`config.mk`:
```
export PLATFORM = sky130hd
export DESIGN_NAME = cp0_unit
export DESIGN_NICKNAME = d
export VERILOG_FILES = /design/src/rtl/cp0_pkg.sv /design/src/rtl/cp0_int_arb.sv /design/src/rtl/cp0_unit.sv
export SDC_FILE = /design/constraint.sdc
export NUM_CORES = 1
export LEC_CHECK = 0
export CORE_UTILIZATION = 42
export DETAILED_ROUTE_END_ITERATION = 10
export PLACE_DENSITY_LB_ADDON = 0.12
export SYNTH_ARGS = -nofsm -noshare
export SYNTH_HDL_FRONTEND = slang
export SYNTH_SLANG_ARGS = --single-unit
```
`constraint.sdc`:
```
create_clock -name clk -period 2.4 [get_ports clk]
set_clock_uncertainty 0.1 [all_clocks]
set_input_delay 0.48 -clock clk [delete_from_list [all_inputs] [get_ports clk]]
set_output_delay 0.48 -clock clk [all_outputs]
set_load 0.005 [all_outputs]
```
`src/rtl/cp0_pkg.sv`:
```
// Shared definitions for the coprocessor-0 block: register indices, field
// positions and exception codes.
package cp0_pkg;

  localparam logic [4:0] REG_SR    = 5'd12;
  localparam logic [4:0] REG_CAUSE = 5'd13;
  localparam logic [4:0] REG_EPC   = 5'd14;
  localparam logic [4:0] REG_PRID  = 5'd15;

  localparam int IM_LSB  = 10;
  localparam int IM_MSB  = 15;
  localparam int EXL_BIT = 1;
  localparam int IE_BIT  = 0;
  localparam int BD_BIT  = 31;
  localparam int IP_LSB  = 10;
  localparam int IP_MSB  = 15;
  localparam int EXC_LSB = 2;
  localparam int EXC_MSB = 6;

  typedef enum logic [4:0] {
    EXC_INT     = 5'd0,
    EXC_ADEL    = 5'd4,
    EXC_ADES    = 5'd5,
    EXC_SYSCALL = 5'd8,
    EXC_RI      = 5'd10,
    EXC_OV      = 5'd12
  } exc_code_e;

  localparam logic [31:0] HANDLER_PC = 32'h0000_4180;

endpackage

```
`src/rtl/cp0_int_arb.sv`:
```
// Combinational exception/interrupt arbiter: decides whether the M-stage
// victim is trapped and which ExcCode is recorded.
module cp0_int_arb
  import cp0_pkg::*;
(
  input  logic       i_ie,
  input  logic       i_exl,
  input  logic [5:0] i_im,
  input  logic [5:0] i_hw_int,
  input  logic [4:0] i_exc_code,
  output logic       o_int_req,
  output logic       o_exc_req,
  output logic       o_req,
  output logic [4:0] o_exc_code_sel
);

  assign o_int_req = i_ie & ~i_exl & (|(i_hw_int & i_im));
  assign o_exc_req = (i_exc_code != 5'd0) & ~i_exl;
  assign o_req     = o_int_req | o_exc_req;

  // Interrupt wins over a synchronous exception in the same cycle.
  assign o_exc_code_sel = o_int_req ? EXC_INT : i_exc_code;

endmodule

```
`src/rtl/cp0_unit.sv`:
```
// Coprocessor-0 for the M stage: SR/Cause/EPC/PRId, exception request and
// mfc0 read data. Optional macro CP0_EPC_FWD_EN forwards in-flight mtc0 EPC.
module cp0_unit
  import cp0_pkg::*;
#(
  parameter logic [31:0] PRID_VAL   = 32'h2023_0707,
  parameter logic [31:0] HANDLER_PC = cp0_pkg::HANDLER_PC
) (
  input  logic        clk,
  input  logic        reset,
  input  logic        we,
  input  logic [4:0]  cp0_addr,
  input  logic [31:0] cp0_wdata,
  output logic [31:0] cp0_rdata,
  input  logic [31:0] vpc,
  input  logic        bd_in,
  input  logic [4:0]  exc_code_in,
  input  logic [5:0]  hw_int,
  input  logic        exl_clr,
  output logic [31:0] epc_out,
  output logic        req
);

  logic [5:0]  r_im;
  logic        r_exl;
  logic        r_ie;
  logic        r_bd;
  logic [5:0]  r_ip;
  logic [4:0]  r_exccode;
  logic [31:0] r_epc;

  logic        w_int_req;
  logic        w_exc_req;
  logic        w_req;
  logic [4:0]  w_exc_code_sel;
  logic [31:0] w_sr;
  logic [31:0] w_cause;
  logic        w_wr_sr;
  logic        w_wr_epc;

  cp0_int_arb u_arb (
    .i_ie           (r_ie),
    .i_exl          (r_exl),
    .i_im           (r_im),
    .i_hw_int       (hw_int),
    .i_exc_code     (exc_code_in),
    .o_int_req      (w_int_req),
    .o_exc_req      (w_exc_req),
    .o_req          (w_req),
    .o_exc_code_sel (w_exc_code_sel)
  );

  assign req      = w_req;
  assign w_wr_sr  = we & (cp0_addr == REG_SR);
  assign w_wr_epc = we & (cp0_addr == REG_EPC);

  always_ff @(posedge clk) begin
    if (reset) begin
      r_im      <= '0;
      r_exl     <= 1'b0;
      r_ie      <= 1'b0;
      r_bd      <= 1'b0;
      r_ip      <= '0;
      r_exccode <= '0;
      r_epc     <= '0;
    end else begin
      r_ip <= hw_int;
      if (w_req) begin
        r_exl     <= 1'b1;
        r_exccode <= w_exc_code_sel;
        r_bd      <= bd_in;
        r_epc     <= bd_in ? (vpc - 32'd4) : vpc;
      end else begin
        if (w_wr_sr) begin
          r_im  <= cp0_wdata[IM_MSB:IM_LSB];
          r_exl <= cp0_wdata[EXL_BIT];
          r_ie  <= cp0_wdata[IE_BIT];
        end
        if (w_wr_epc) r_epc <= cp0_wdata;
        // Placed after the mtc0 SR write so eret's EXL clear takes priority.
        if (exl_clr) r_exl <= 1'b0;
      end
    end
  end

  always_comb begin
    w_sr                  = '0;
    w_sr[IM_MSB:IM_LSB]   = r_im;
    w_sr[EXL_BIT]         = r_exl;
    w_sr[IE_BIT]          = r_ie;
    w_cause               = '0;
    w_cause[BD_BIT]       = r_bd;
    w_cause[IP_MSB:IP_LSB]   = r_ip;
    w_cause[EXC_MSB:EXC_LSB] = r_exccode;
  end

  always_comb begin
    cp0_rdata = '0;
    case (cp0_addr)
      REG_SR:    cp0_rdata = w_sr;
      REG_CAUSE: cp0_rdata = w_cause;
      REG_EPC:   cp0_rdata = r_epc;
      REG_PRID:  cp0_rdata = PRID_VAL;
      default:   cp0_rdata = '0;
    endcase
  end

`ifdef CP0_EPC_FWD_EN
  assign epc_out = (w_wr_epc & ~w_req) ? cp0_wdata : r_epc;
`else
  assign epc_out = r_epc;
`endif

endmodule
```
# After elaboration in Yosys (flattened, before gate mapping)
# Index checks and enable logic that the tools add are counted.
# word_totals
reg_bits	52
latch_bits	0
mem_bits_rw	0
rom_bits	0
in_bits	85
out_inout_bits	65
word_cells	34
n_memories	0
# op_classes
add_sub_neg	1
n_mul	0
div_mod_pow	0
order_cmp	0
eq_ne	4
shifts	0
mux	8
bitwise_logic	9
reduce_logical	5
# ops
cell	n
32-bit case mux with 4 select lines	1
32-bit 2-to-1 mux	3
32-bit by 3-bit subtractor with 32-bit output (second input constant)	1
5-bit by 4-bit == test with 1-bit output (second input constant)	4
6-bit bitwise AND	1
6-bit OR reduction	1
1-bit bitwise AND	5
5-bit 2-to-1 mux	1
5-bit nonzero test	1
1-bit 2-to-1 mux	3
3-bit nonzero test	1
1-bit inverter	2
2-bit AND reduction	1
2-bit nonzero test	1
1-bit bitwise OR	1

# Depth between registers and ports, before layout
# logic_depth
depth_word	6
mapped_depth	8
ltp_nobuf	7

# Cells and area by module
# From an unflattened synthesis, not the netlist that was laid out.
# hier_totals
cells_unflattened	401
hier_area_um2	3205.6
# modules_own_cells
mod	n_inst	cells_each	area_each_um2
cp0_unit	1	387	3091.7
cp0_int_arb	1	14	113.9

# Worst setup path after synthesis
# No wires, ideal clock.
# synth_timing
path_kind	input-to-output
startpoint	input port exc_code_in[2]
endpoint	output port req
t_arrival_ps	1630
t_required_ps	1820
setup_slack_ps	190
path_stages	6
n_path_buf	2
cell_sequence	or4_1 > o21ai_1 > and2_1 > buf_2 > inv_2 > clkbuf_1
# synth_via
elab_chain_len	3
# synth_lines
element	line	source
from (decl)	cp0_unit.sv:17	input logic [4:0] exc_code_in,
5-bit nonzero test	cp0_int_arb.sv:18	assign o_exc_req = (i_exc_code != 5'd0) & ~i_exl;
1-bit bitwise AND	cp0_int_arb.sv:18	
1-bit bitwise OR	cp0_int_arb.sv:19	assign o_req = o_int_req | o_exc_req;
to (decl)	cp0_unit.sv:21	output logic req
# Every way passes these cells.

# Final worst setup path
# layout_timing
startpoint	input port cp0_addr[4]
endpoint	output port cp0_rdata[21]
# layout_via
elab_chain_len	2
# layout_lines
element	line	source
from (decl)	cp0_unit.sv:12	input logic [4:0] cp0_addr,
5-bit by 4-bit == test with 1-bit output	cp0_unit.sv:99	case (cp0_addr)
32-bit case mux with 4 select lines (*)	cp0_unit.sv:99	
to (decl)	cp0_unit.sv:14	output logic [31:0] cp0_rdata,
# Mark *: on every way between the ends. The rest lies on a longest branch, timed or not.

==> metrics.txt <==
# TYPE chip_impl_metric gauge
chip_impl_metric{name="drv_slew",unit=""} 0
chip_impl_metric{name="routabilityCongestion",unit=""} 0.857
chip_impl_metric{name="vias",unit=""} 3618
chip_impl_metric{name="netlist.area_leader.share",unit="%"} 31.8
chip_impl_info{name="critical_path.slowest_cell",value="and3b_2"} 1
chip_impl_metric{name="wire_length_of_the_first_global_routing_pass",unit="um"} 18600
chip_impl_metric{name="hpwl",unit="um"} 8580
chip_impl_metric{name="port_buffers",unit=""} 149
chip_impl_metric{name="core.rowCount",unit=""} 31
chip_impl_metric{name="largest_net_degree_at_the_start_of_global_routing",unit=""} 32
chip_impl_metric{name="synth_fa_ha_area_share",unit="%"} 0.382
chip_impl_info{name="rsz0062_at_grt",value="no"} 1
chip_impl_metric{name="worst_slew_pin_slew",unit="ps"} 447
chip_impl_metric{name="syn_nets",unit=""} 473
chip_impl_metric{name="number_of_global_route_vias_before_repair",unit=""} 3663
chip_impl_info{name="post_synth_main_area_contributors",value="dfxtp_1 32%, mux2i_1 13%, nor2_1 7.1%"} 1
chip_impl_metric{name="timing.final.setup_violations",unit=""} 0
chip_impl_metric{name="wirelength_met1",unit="um"} 5180
chip_impl_metric{name="synthMuxAreaShare",unit="%"} 14.1
chip_impl_metric{name="route.detailed.drc",unit=""} 0
chip_impl_metric{name="dp.cells",unit=""} 664
chip_impl_metric{name="die_width",unit="um"} 90.3
chip_impl_metric{name="die_area",unit="um2"} 8160
chip_impl_metric{name="final_net_count",unit=""} 673
chip_impl_info{name="path_class",value="in -> out"} 1
chip_impl_metric{name="diode_count",unit=""} 0
chip_impl_metric{name="power_density",unit="nW/um2"} 409
chip_impl_metric{name="antenna_violations_before_repair",unit=""} 0
chip_impl_metric{name="via_per_inst",unit=""} 5.27
chip_impl_metric{name="final_layout_size_suffix_gt1_share",unit="%"} 19.4
chip_impl_metric{name="final_min_period_over_clock_period",unit="%"} 99.5
chip_impl_metric{name="synthesis.area",unit="um2"} 3280
chip_impl_info{name="start_kind",value="primary input"} 1
chip_impl_metric{name="p_leak",unit="nW"} 2.64
chip_impl_metric{name="final_hold_viol_count",unit=""} 0
chip_impl_metric{name="synth-xor-area-share",unit="%"} 7.75
chip_impl_metric{name="post-route-worst-setup-slack",unit="ps"} 12.7
chip_impl_metric{name="crit_required",unit="ps"} 1820
chip_impl_metric{name="place_worst_setup_slack",unit="ps"} -485
chip_impl_metric{name="detail_route.wirelength",unit="um"} 11700
chip_impl_metric{name="dr.pass1.iters",unit=""} 4
chip_impl_metric{name="synth_area_per_cell",unit="um2"} 8.47
chip_impl_info{name="tritoncts_clock_tree",value="done"} 1
chip_impl_metric{name="floorplan.initialDensity",unit="%"} 44.2
chip_impl_metric{name="delay_contributed_by_the_slowest_stage_of_the_critical_path",unit="ps"} 330
chip_impl_metric{name="crit_fanout",unit=""} 5
chip_impl_info{name="critical_path.most_common_cell",value="dlygate4sd2_1"} 1
chip_impl_metric{name="yosys_warnings",unit=""} 0
chip_impl_metric{name="yosys_register_bits",unit=""} 52
chip_impl_metric{name="wl_met2",unit="um"} 5790
chip_impl_metric{name="globalRoute.totalOverflow",unit=""} 0
chip_impl_info{name="yosys_most_used_dff",value="dfxtp_1"} 1
chip_impl_info{name="status",value="completed"} 1
chip_impl_metric{name="flow.area_growth_from_synthesis",unit="%"} 71.3
chip_impl_metric{name="worst_path_arrival",unit="ps"} 1810
chip_impl_metric{name="first_iter_violations",unit=""} 158
chip_impl_metric{name="cts_made_buffers",unit=""} 5
chip_impl_info{name="category_of_the_worst_setup_path_capture_point",value="output pin"} 1
chip_impl_metric{name="post_synthesis_cells",unit=""} 387
chip_impl_metric{name="fillerInstances",unit=""} 557
chip_impl_metric{name="maxClockFrequency",unit="GHz"} 0.419
chip_impl_metric{name="synthSimpleGateAreaFrac",unit="%"} 25.9
chip_impl_info{name="yosys.cell_count.top_type",value="nor2_1"} 1
chip_impl_metric{name="cts.clk_slew.worst_paths",unit="ps"} 100
chip_impl_metric{name="synthDistinctLibCells",unit=""} 47
chip_impl_metric{name="clock_tree_sinks",unit=""} 52
chip_impl_info{name="synth_common_cells",value="62 x nor2_1, 52 x dfxtp_1, 44 x mux2i_1"} 1
chip_impl_metric{name="design.portCount",unit=""} 150
chip_impl_metric{name="synth_seq_area_share",unit="%"} 31.8
chip_impl_info{name="hold_class",value="in -> reg"} 1
chip_impl_info{name="highest-signal-layer",value="met4"} 1
chip_impl_info{name="synth_top_area_cell",value="dfxtp_1"} 1
chip_impl_metric{name="wl_per_cell",unit="um"} 17.0
chip_impl_metric{name="power.ir.vdd_worst",unit="mV"} 0.262
chip_impl_metric{name="clk-insertion-delay-late",unit="ps"} 310
chip_impl_metric{name="global_route.usage.total",unit="%"} 28.5
chip_impl_metric{name="asyncSetResetFlopFracSynth",unit="%"} 0
chip_impl_metric{name="worst_case_headroom_to_the_max_slew_limit",unit="%"} 70.2
chip_impl_metric{name="layout_min_cycle_time",unit="ps"} 2390
chip_impl_info{name="clock_tree.root_cell",value="clkbuf_8"} 1
chip_impl_metric{name="design.core.area",unit="um2"} 7410
chip_impl_info{name="critical_path.cell_chain",value="dlygate4sd2_1 -> and3b_2 -> buf_12 -> nand2_4 -> buf_4 -> nor2_1 -> dlygate4sd2_1"} 1
chip_impl_metric{name="wl_met3",unit="um"} 508
chip_impl_metric{name="drv.max_cap_violation_count",unit=""} 0
chip_impl_metric{name="postRouteAntennaNets",unit=""} 0
chip_impl_metric{name="number_of_enable_flip_flop_cells_after_synthesis",unit=""} 0
chip_impl_metric{name="finalSetupTns",unit="ps"} 0
chip_impl_metric{name="stdcell_count",unit=""} 687
chip_impl_metric{name="die_height",unit="um"} 90.3
chip_impl_info{name="main_combinational_cell_family_by_area_after_synthesis",value="simple AND/OR/NAND/NOR gates"} 1
chip_impl_metric{name="synth_compound_area_share",unit="%"} 15.8
chip_impl_metric{name="clock_tree_buffer_depth",unit=""} 2
chip_impl_metric{name="cts_htree_levels",unit=""} 2
chip_impl_metric{name="final_util",unit="%"} 75.8
-- power breakdown --
part           switching (mW)  internal, mW  total [mW]
Combinational           0.279         0.399       0.679
Sequential             0.0510         0.928       0.979
Clock                   0.324         0.315       0.639
Total                   0.654          1.64        2.30
-- cell type report --
class / instances / area, um2 / area share (%)
clock buffer: 5 / 68.8 / 1.23
clock inverter: 3 / 46.3 / 0.824
inverter: 6 / 22.5 / 0.401
multi-input combinational: 302 / 2150 / 38.3
sequential: 52 / 1040 / 18.5
tap: 99 / 124 / 2.21
timing repair buffer: 220 / 2160 / 38.5
-- registers in the layout (all words and copies together), names as in the netlist --
register / count
r_exccode: 5
r_im: 6
r_ip: 6
epc_out: 32
r_ie: 1
r_bd: 1
r_exl: 1
-- worst paths after layout --
| check | startpoint | end | slack, ps | depth (start not counted) |
|---|---|---|---|---|
| max | cp0_addr[4] | cp0_rdata[21] | 10 | 7 |
| min | hw_int[0] | r_ip[0]$_SDFF_PP0_ | 330 | 2 |
| max reg2reg | r_im[3]$_SDFFE_PP0P_ | r_exl$_SDFFE_PP0P_ | 340 | 7 |
| min reg2reg | r_exccode[4]$_SDFFE_PP0N_ | r_exccode[4]$_SDFFE_PP0N_ | 360 | 2 |
-- cells in the final DEF, fill, tap and decap left out, types with 3 or more instances in the layout --
cell / n
clkdlybuf4s50_1: 105
nor2_1: 61
buf_4: 56
dfxtp_1: 52
mux2i_1: 44
a21oi_1: 26
xnor2_1: 26
dlygate4sd2_1: 23
a211oi_1: 17
a21o_1: 15
nand2_1: 14
and3_1: 12
nor3_1: 9
dlymetal6s2s_1: 9
nor2b_1: 8
buf_12: 8
nand3_1: 7
clkdlybuf4s15_1: 7
inv_1: 5
a22oi_1: 5
clkbuf_8: 5
buf_6: 5
o21ai_0: 4
nor4_2: 4
nor4_1: 4
nand3b_1: 3
a22o_1: 3
xor2_1: 3
a21oi_2: 3
nand4_1: 3
buf_2: 3
-- cells by family after synthesis --
logic type / after synthesis
compound gates: 78
xor+xnor: 29
fa+ha+maj: 1
buf+inv: 33
flops: 52
mux: 46
simple gates: 148
-- routing by layer --
| metal | GRT usage [%] | up-vias |
|---|---|---|
| met5 | 0 | - |
| li1 | - | 1788 |
| met1 | 36.9 | 1691 |
| met4 | 9.68 | 0 |
| met3 | 3.70 | 17 |
| met2 | 48.6 | 122 |
-- per-stage QoR --
stage | cell area [um2] | power [mW] | hold WS, ps
global placement | 5260 | 1.62 | 341
floorplan | 3280 | 1.23 | 332
detailed placement | 5260 | 1.64 | 343
CTS | 5550 | 2.29 | 357
global route | 5620 | 2.40 | 345
finish | 5620 | 2.30 | 331
-- worst max-delay path, delay by kind of cell --
| family | cells | cell delay, ps |
|---|---|---|
| and+or+nand+nor | 3 | 500 |
| buffers and inverters | 4 | 830 |
-- what timing repair did --
action	in CTS	in global routing
setup buffers	10	2
cloned	3	0
pin swaps	7	9
gates resized for setup	60	19
endpoints found under the setup margin	33	16
hold buffers	0	0
(Power assumes the default switching activity.)
